File: config.mk
export PLATFORM = sky130hd
export DESIGN_NAME = posit_encoder
export DESIGN_NICKNAME = d
export VERILOG_FILES = /design/src/rtl/common.sv /design/src/rtl/posit_regime_encoder.sv /design/src/rtl/posit_encoder.sv
export SDC_FILE = /design/constraint.sdc
export NUM_CORES = 1
export LEC_CHECK = 0
export ABC_AREA = 1
export CAP_MARGIN = 20
export CORE_MARGIN = 4
export CORE_UTILIZATION = 55
export CTS_BUF_LIST = sky130_fd_sc_hd__clkbuf_8
export CTS_CLUSTER_DIAMETER = 100
export DETAILED_ROUTE_END_ITERATION = 10
export PLACE_DENSITY = 0.77
export SLEW_MARGIN = 5
export SYNTH_ARGS = -nofsm -noshare
export SYNTH_HDL_FRONTEND = slang
export SYNTH_SLANG_ARGS = --single-unit
File: constraint.sdc
create_clock -name clk -period 3.18 [get_ports clk]
set_input_delay 0.954 -clock clk [delete_from_list [all_inputs] [get_ports clk]]
set_output_delay 0.954 -clock clk [all_outputs]
set_load 0.01 [all_outputs]
File: src/rtl/common.sv
// Shared posit definitions: the unpacked field set and the special bit patterns
// for a posit of a given width (results are right-aligned in 16 bits).
package common;

  typedef struct packed {
    logic              sign;
    logic signed [7:0] regime;
    logic signed [7:0] exponent;
    logic        [7:0] mantissa;
    logic              is_zero;
    logic              is_nar;
  } posit_fields_t;

  function automatic logic [15:0] maxpos(input int width);
    logic [15:0] r;
    r = '0;
    for (int i = 0; i < 16; i++) begin
      if (i < width - 1) r[i] = 1'b1;
    end
    return r;
  endfunction

  function automatic logic [15:0] minpos(input int width);
    return (width > 1) ? 16'd1 : 16'd0;
  endfunction

  function automatic logic [15:0] nar(input int width);
    logic [15:0] r;
    r = '0;
    for (int i = 0; i < 16; i++) begin
      if (i == width - 1) r[i] = 1'b1;
    end
    return r;
  endfunction

endpackage

File: src/rtl/posit_regime_encoder.sv
// Turns regime value k into a left-aligned regime bit pattern and its run length
// (run plus terminating bit). k is clamped to the range where saturation already holds.
module posit_regime_encoder #(
  parameter  int WIDTH = 7,
  localparam int RW    = WIDTH + 1,
  localparam int LENW  = $clog2(WIDTH + 2)
) (
  input  logic signed [7:0]      k,
  output logic        [RW-1:0]   pattern,
  output logic        [LENW-1:0] run_len
);

  localparam logic signed [7:0] K_HI = 8'(WIDTH - 1);
  localparam logic signed [7:0] K_LO = 8'(1 - WIDTH);
  localparam logic [RW-1:0]     ONES = {RW{1'b1}};
  localparam logic [RW-1:0]     TOP  = {1'b1, {(RW-1){1'b0}}};

  logic signed [7:0] k_c;
  logic        [7:0] k_mag;

  // NOTE: every output gets a default first so no path through the block infers a latch.
  always_comb begin
    pattern = '0;
    run_len = '0;
    if (k > K_HI)      k_c = K_HI;
    else if (k < K_LO) k_c = K_LO;
    else               k_c = k;
    k_mag = k_c[7] ? 8'(-k_c) : k_c;
    if (!k_c[7]) begin
      // k >= 0: k+1 ones then a zero
      pattern = ~(ONES >> (k_mag + 8'd1));
      run_len = LENW'(k_mag + 8'd2);
    end else begin
      // k < 0: -k zeros then a one
      pattern = TOP >> k_mag;
      run_len = LENW'(k_mag + 8'd1);
    end
  end

endmodule

File: src/rtl/posit_encoder.sv
// Three-stage posit packer: S1 regime, S2 field packing with round/sticky,
// S3 round-to-nearest-even, saturation, sign and exception override.
module posit_encoder
  import common::*;
#(
  parameter int WIDTH = 7,
  parameter int ES    = 1
) (
  input  logic                    clk,
  input  logic                    rst_n,
  input  logic                    in_valid,
  output logic                    in_ready,
  input  logic                    sign,
  input  logic signed [7:0]       regime,
  input  logic signed [7:0]       exponent,
  input  logic        [7:0]       mantissa,
  input  logic                    is_zero,
  input  logic                    is_nar,
  output logic                    out_valid,
  input  logic                    out_ready,
  output logic        [WIDTH-1:0] q
);

  localparam int RW   = WIDTH + 1;
  localparam int LENW = $clog2(WIDTH + 2);
  localparam int FW   = RW + 16;
  localparam logic [WIDTH-1:0] MAXPOS = WIDTH'(maxpos(WIDTH));
  localparam logic [WIDTH-1:0] MINPOS = WIDTH'(minpos(WIDTH));
  localparam logic [WIDTH-1:0] NAR    = WIDTH'(nar(WIDTH));

  typedef struct packed {
    logic            valid;
    logic            sign;
    logic            is_zero;
    logic            is_nar;
    logic [RW-1:0]   reg_pat;
    logic [LENW-1:0] run_len;
    logic [15:0]     em_al;
  } s1_t;

  typedef struct packed {
    logic             valid;
    logic             sign;
    logic             is_zero;
    logic             is_nar;
    logic [WIDTH-2:0] body;
    logic             rnd;
    logic             sticky;
  } s2_t;

  posit_fields_t    in_f;
  s1_t              s1_d, s1_q;
  s2_t              s2_d, s2_q;
  logic             out_valid_d, out_valid_q;
  logic [WIDTH-1:0] q_d, q_q;
  logic [RW-1:0]    reg_pat;
  logic [LENW-1:0]  run_len;
  logic             en;

  assign in_f = '{sign: sign, regime: regime, exponent: exponent, mantissa: mantissa,
                  is_zero: is_zero, is_nar: is_nar};

  // One enable for every stage: a stalled output freezes the whole pipe.
  assign en        = out_ready | ~out_valid_q;
  assign in_ready  = en;
  assign out_valid = out_valid_q;
  assign q         = q_q;

  posit_regime_encoder #(.WIDTH(WIDTH)) u_regime (
    .k       (in_f.regime),
    .pattern (reg_pat),
    .run_len (run_len)
  );

  always_comb begin
    s1_d         = '0;
    s1_d.valid   = in_valid;
    s1_d.sign    = in_f.sign;
    s1_d.is_zero = in_f.is_zero;
    s1_d.is_nar  = in_f.is_nar;
    s1_d.reg_pat = reg_pat;
    s1_d.run_len = run_len;
    // Low ES exponent bits followed by the fraction, MSB-aligned in 16 bits.
    s1_d.em_al   = 16'({in_f.exponent, in_f.mantissa} << (8 - ES));
  end

  logic [LENW-1:0] shamt;
  logic [FW-1:0]   field;

  always_comb begin
    s2_d         = '0;
    shamt        = LENW'(RW) - s1_q.run_len;
    field        = {s1_q.reg_pat, 16'h0} | ({{RW{1'b0}}, s1_q.em_al} << shamt);
    s2_d.valid   = s1_q.valid;
    s2_d.sign    = s1_q.sign;
    s2_d.is_zero = s1_q.is_zero;
    s2_d.is_nar  = s1_q.is_nar;
    s2_d.body    = field[FW-1 -: WIDTH-1];
    s2_d.rnd     = field[FW-WIDTH];
    s2_d.sticky  = |field[FW-WIDTH-1:0];
  end

  logic             inc;
  logic [WIDTH-2:0] rounded;
  logic [WIDTH-1:0] mag;

  always_comb begin
    // Never round past maxpos, and never let a nonzero value land on zero.
    inc     = s2_q.rnd & (s2_q.sticky | s2_q.body[0]) & ({1'b0, s2_q.body} != MAXPOS);
    rounded = s2_q.body + {{(WIDTH-2){1'b0}}, inc};
    mag     = (rounded == '0) ? MINPOS : {1'b0, rounded};
    q_d     = s2_q.sign ? -mag : mag;
    if (s2_q.is_nar)       q_d = NAR;
    else if (s2_q.is_zero) q_d = '0;
    out_valid_d = s2_q.valid;
  end

  // NOTE: sequential state uses non-blocking assignments so every stage samples the
  // previous stage's old value on the same edge.
  always_ff @(posedge clk or negedge rst_n) begin
    if (!rst_n) begin
      s1_q        <= '0;
      s2_q        <= '0;
      out_valid_q <= 1'b0;
      q_q         <= '0;
    end else if (en) begin
      s1_q        <= s1_d;
      s2_q        <= s2_d;
      out_valid_q <= out_valid_d;
      q_q         <= q_d;
    end
  end

endmodule

==> Implementation_results.wiki <==
{| class="wikitable"
! Metric !! Value
|-
| Post-Syn Area || 3110 µm²
|-
| Setup clock skew after layout || approximately 0.014 ns
|-
| Sw Ratio || 0.435
|-
| Total power density per cell area || 687 nW/µm²
|-
| Synthesized Nets || 488
|-
| Clock Pin Slew Worst Setup and Hold Paths || about 0.08 ns
|-
| DRC viols || 0
|-
| Relative slew slack || 0.675
|-
| Via count of the routed design || around 3,200
|-
| CTS tree || done
|-
| Worst IR Drop VDD || approximately 370 µV
|-
| Crit-path max FO || 3
|-
| Result of the run || finished clean
|-
| Post-route fraction of the period consumed by the critical path || 0.997
|-
| LEAKAGE || 1.97 nW
|-
| Number of antenna violations at the first check in global routing || 0
|-
| Top post-synthesis cells by area || dfrtp_1 (36%), nand2_1 (16%), o21ai_0 (8.1%)
|-
| Routed via count divided by cell count || between 5 and 6
|-
| Standard-cell row count || 27
|-
| Maximum number of pins on one net before global-route repair || between 50 and 60
|-
| Insertion delay to the later sink of the worst-skew pair || 0.31 ns
|-
| Internal power of the cells || 1.58 mW
|-
| Post-synthesis cell count || 449
|-
| Fraction of final layout cells with drive strength greater than 1 || 0.234
|-
| Worst slack at placement || -0.769 ns
|-
| Worst hold slack after final layout || 0.456 ns
|-
| Post-layout nets || 560
|-
| Cell with the most instances after synthesis || nand2_1
|-
| Area added between synthesis and finish || 31.5%
|-
| Pins over their slew limit || 0
|-
| Combinational fraction of design power || 0.532
|-
| Flop pwr share || 0.308
|-
| Longest Clk Path Bufs || 2
|-
| Clock tree root buffer cell || clkbuf_8
|-
| Number of buffers added on ports || 32
|-
| Synth cell count leaders || nand2_1 (132), o21ai_0 (50), inv_1 (49), dfrtp_1 (45), nor2_1 (41)
|-
| Share of the synthesized area in the top cell type || 0.362
|-
| Die ar. || approximately 6900 µm²
|-
| Initial standard-cell utilization of the core || 0.564
|-
| Post-detailed-route count of antenna-violating nets || 0
|-
| Hold buffer count at CTS || 0
|-
| Critical setup path kind || input port to register
|-
| Aggregate global-route resource usage || 0.221
|-
| Final min period || approximately 3.2 ns
|-
| RSZ-0062 raised after global routing || yes
|-
| Sort of element at the start of the critical path || input port
|-
| Core region area || approximately 5500 µm²
|-
| GR Overflow Total || 0
|-
| Wire length of the first global-routing pass || ~13,000 µm
|-
| Worst hold path type || register to register
|-
| Number of optimization iterations in the first detailed-route pass || 4
|-
| Mapped Avg Cell Area || ~7 µm²
|-
| Number of setup violations in the final report || 0
|-
| Async set-reset flop share out of synthesis || 1.00
|-
| Worst hold path startpoint || out_valid_d$_DFFE_PN0P_
|-
| Number of sinks handled by clock tree synthesis || 45
|-
| Highest achievable clock rate || 0.315 GHz
|-
| Count of H-tree levels built during CTS || 2
|-
| Maximum Capacitance Violations || 0
|-
| Diode insertion count for antenna repair || 0
|-
| Flip-flop and latch count after synthesis || 45
|-
| Endpoints failing hold || 0
|-
| Worst setup path startpoint || regime[3]
|-
| Number of top-level pins || 40
|-
| Total power after layout || 2.81 mW
|-
| Die Span Y || 83.2 µm
|-
| Die width || 83.2 µm
|-
| Core utilization of the finished layout || 0.742
|-
| Critical path data required time || 3.41 ns
|-
| Flip-flop cell with the highest count after synthesis || dfrtp_1
|-
| Sequential share of the synthesized area || 0.362
|-
| Post-route setup slack || 0.0100 ns
|-
| Startpoint of the most critical register-to-register path || s2_q[5]$_DFFE_PN0P_
|-
| Synth cell types || 45
|-
| DRT iter0 DRCs || 166
|-
| DR WL/cell || 13.0 µm
|-
| Critical path endpoint category || register
|-
| Detailed placer's ending HPWL || 5540 µm
|-
| RD Place Congestion || 0.882
|-
| Via count of the first global-routing pass || roughly 3,000
|-
| Yosys top cell by area || dfrtp_1
|-
| Data arrival at the endpoint of the critical path || around 3.4 ns
|-
| Overall routed net length || around 7700 µm
|-
| Clock buffers created by TritonCTS || 5
|-
| Post-synth EDFFs || 0
|-
| Count of yosys warnings during synthesis || 0
|-
| Power share of the clock group || 0.161
|-
| Switching power || about 1.2 mW
|-
| Worst-Margin Slew || 0.487 ns
|}
==> worst paths after layout <==
path                                         end  slack (ns)  cells after the start
max                         s1_q[23]$_DFFE_PN0P_        0.01                     22
min                        out_valid$_DFFE_PN0P_        0.46                      2
max reg2reg                     q[4]$_DFFE_PN0P_        0.35                     18
min reg2reg                out_valid$_DFFE_PN0P_        0.46                      2
max in group asynchronous   s1_q[21]$_DFFE_PN0P_        2.19                      2
min in group asynchronous   s1_q[13]$_DFFE_PN0P_        0.53                      1
==> power groups by stage <==
stage | combinational (mW) | clock, mW | sequential, mW
floorplan | 1.03 | 0 | 0.853
global placement | 1.38 | 0 | 0.860
detailed placement | 1.44 | 0 | 0.872
CTS | 1.46 | 0.453 | 0.862
global route | 1.67 | 0.476 | 0.886
finish | 1.49 | 0.450 | 0.864
==> critical path, stage by stage <==
cell       delay, ns
buf_8           0.08
inv_4           0.03
nor2_4          0.12
o2111ai_4       0.12
ha_4            0.29
nor3_4          0.22
ha_4            0.18
inv_2           0.03
nand4_1         0.10
nand2_1         0.07
inv_2           0.08
ha_4            0.14
inv_2           0.04
nor2_4          0.18
nand3_2         0.09
nand4_1         0.08
nand2_2         0.10
nand3_4         0.12
nor2_4          0.05
nor2_4          0.14
nand2_2         0.07
a21oi_2         0.12
==> cells in the final DEF, fill, tap and decap left out, types with 2 or more instances in the layout <==
master,Yosys,routed
dfrtp_1,45,45
inv_4,1,2
nor2_4,1,5
clkdlybuf4s50_1,0,23
a21oi_1,10,9
buf_4,0,45
clkinv_1,2,2
buf_8,0,3
nand3_1,23,21
o22ai_1,5,5
a21oi_2,3,4
o21ai_0,50,50
o21ai_4,1,2
xnor2_1,4,4
nor2_1,41,37
and2_1,2,2
ha_4,0,3
a31oi_1,4,4
nor2_2,8,8
clkbuf_8,0,6
clkbuf_2,0,4
nand2_2,5,10
xor2_1,4,4
inv_1,49,46
o21ai_1,3,3
nand2_4,1,3
nand4_1,6,6
nand3_2,3,4
nand2_1,132,125
ha_1,8,4
inv_2,8,11
==> through the flow <==
step,std cells,setup TNS (ns),area (µm²)
floorplan,449,-0.320,3170
global placement,578,-6.58,3800
detailed placement,578,-7.04,3800
CTS,591,0,3980
global route,594,-0.477,4090
finish,594,0,4090
==> sequential cells by signal, indices dropped and copies added (netlist names) <==
name,flops
out_valid,1
out_valid_d,1
q,7
s1_q,25
s2_q,11
==> metal layers <==
metal | routed length, µm | GRT usage
met1 | 3280 | 0.267
met2 | 4170 | 0.399
met3 | 180 | 0.0367
met4 | 123 | 0.0698
met5 | 0 | 0
==> cells by family after synthesis <==
family	count (synthesis)	synth area share
simple gates	227	0.317
xor+xnor	9	0.0278
fa+ha+maj	8	0.0322
flops	45	0.362
compound gates	86	0.165
buf+inv	73	0.0922
mux	1	0.00322
==> cell type report <==
class	count	area [µm²]
clock buffers	6	82.6
clock inverters	2	33.8
fillers	411	1420
inverters	60	230
multi-input cells	331	1860
flip-flops and latches	45	1130
well taps	72	90.1
repair buffers	78	667
==> repair_timing <==
action | CTS | global route
pin swaps | 23 | 23
setup buffers | 5 | 2
setup endpoints to repair | 10 | 8
resized for setup | 26 | 28
Note: power is estimated with default switching activity, not from simulation.
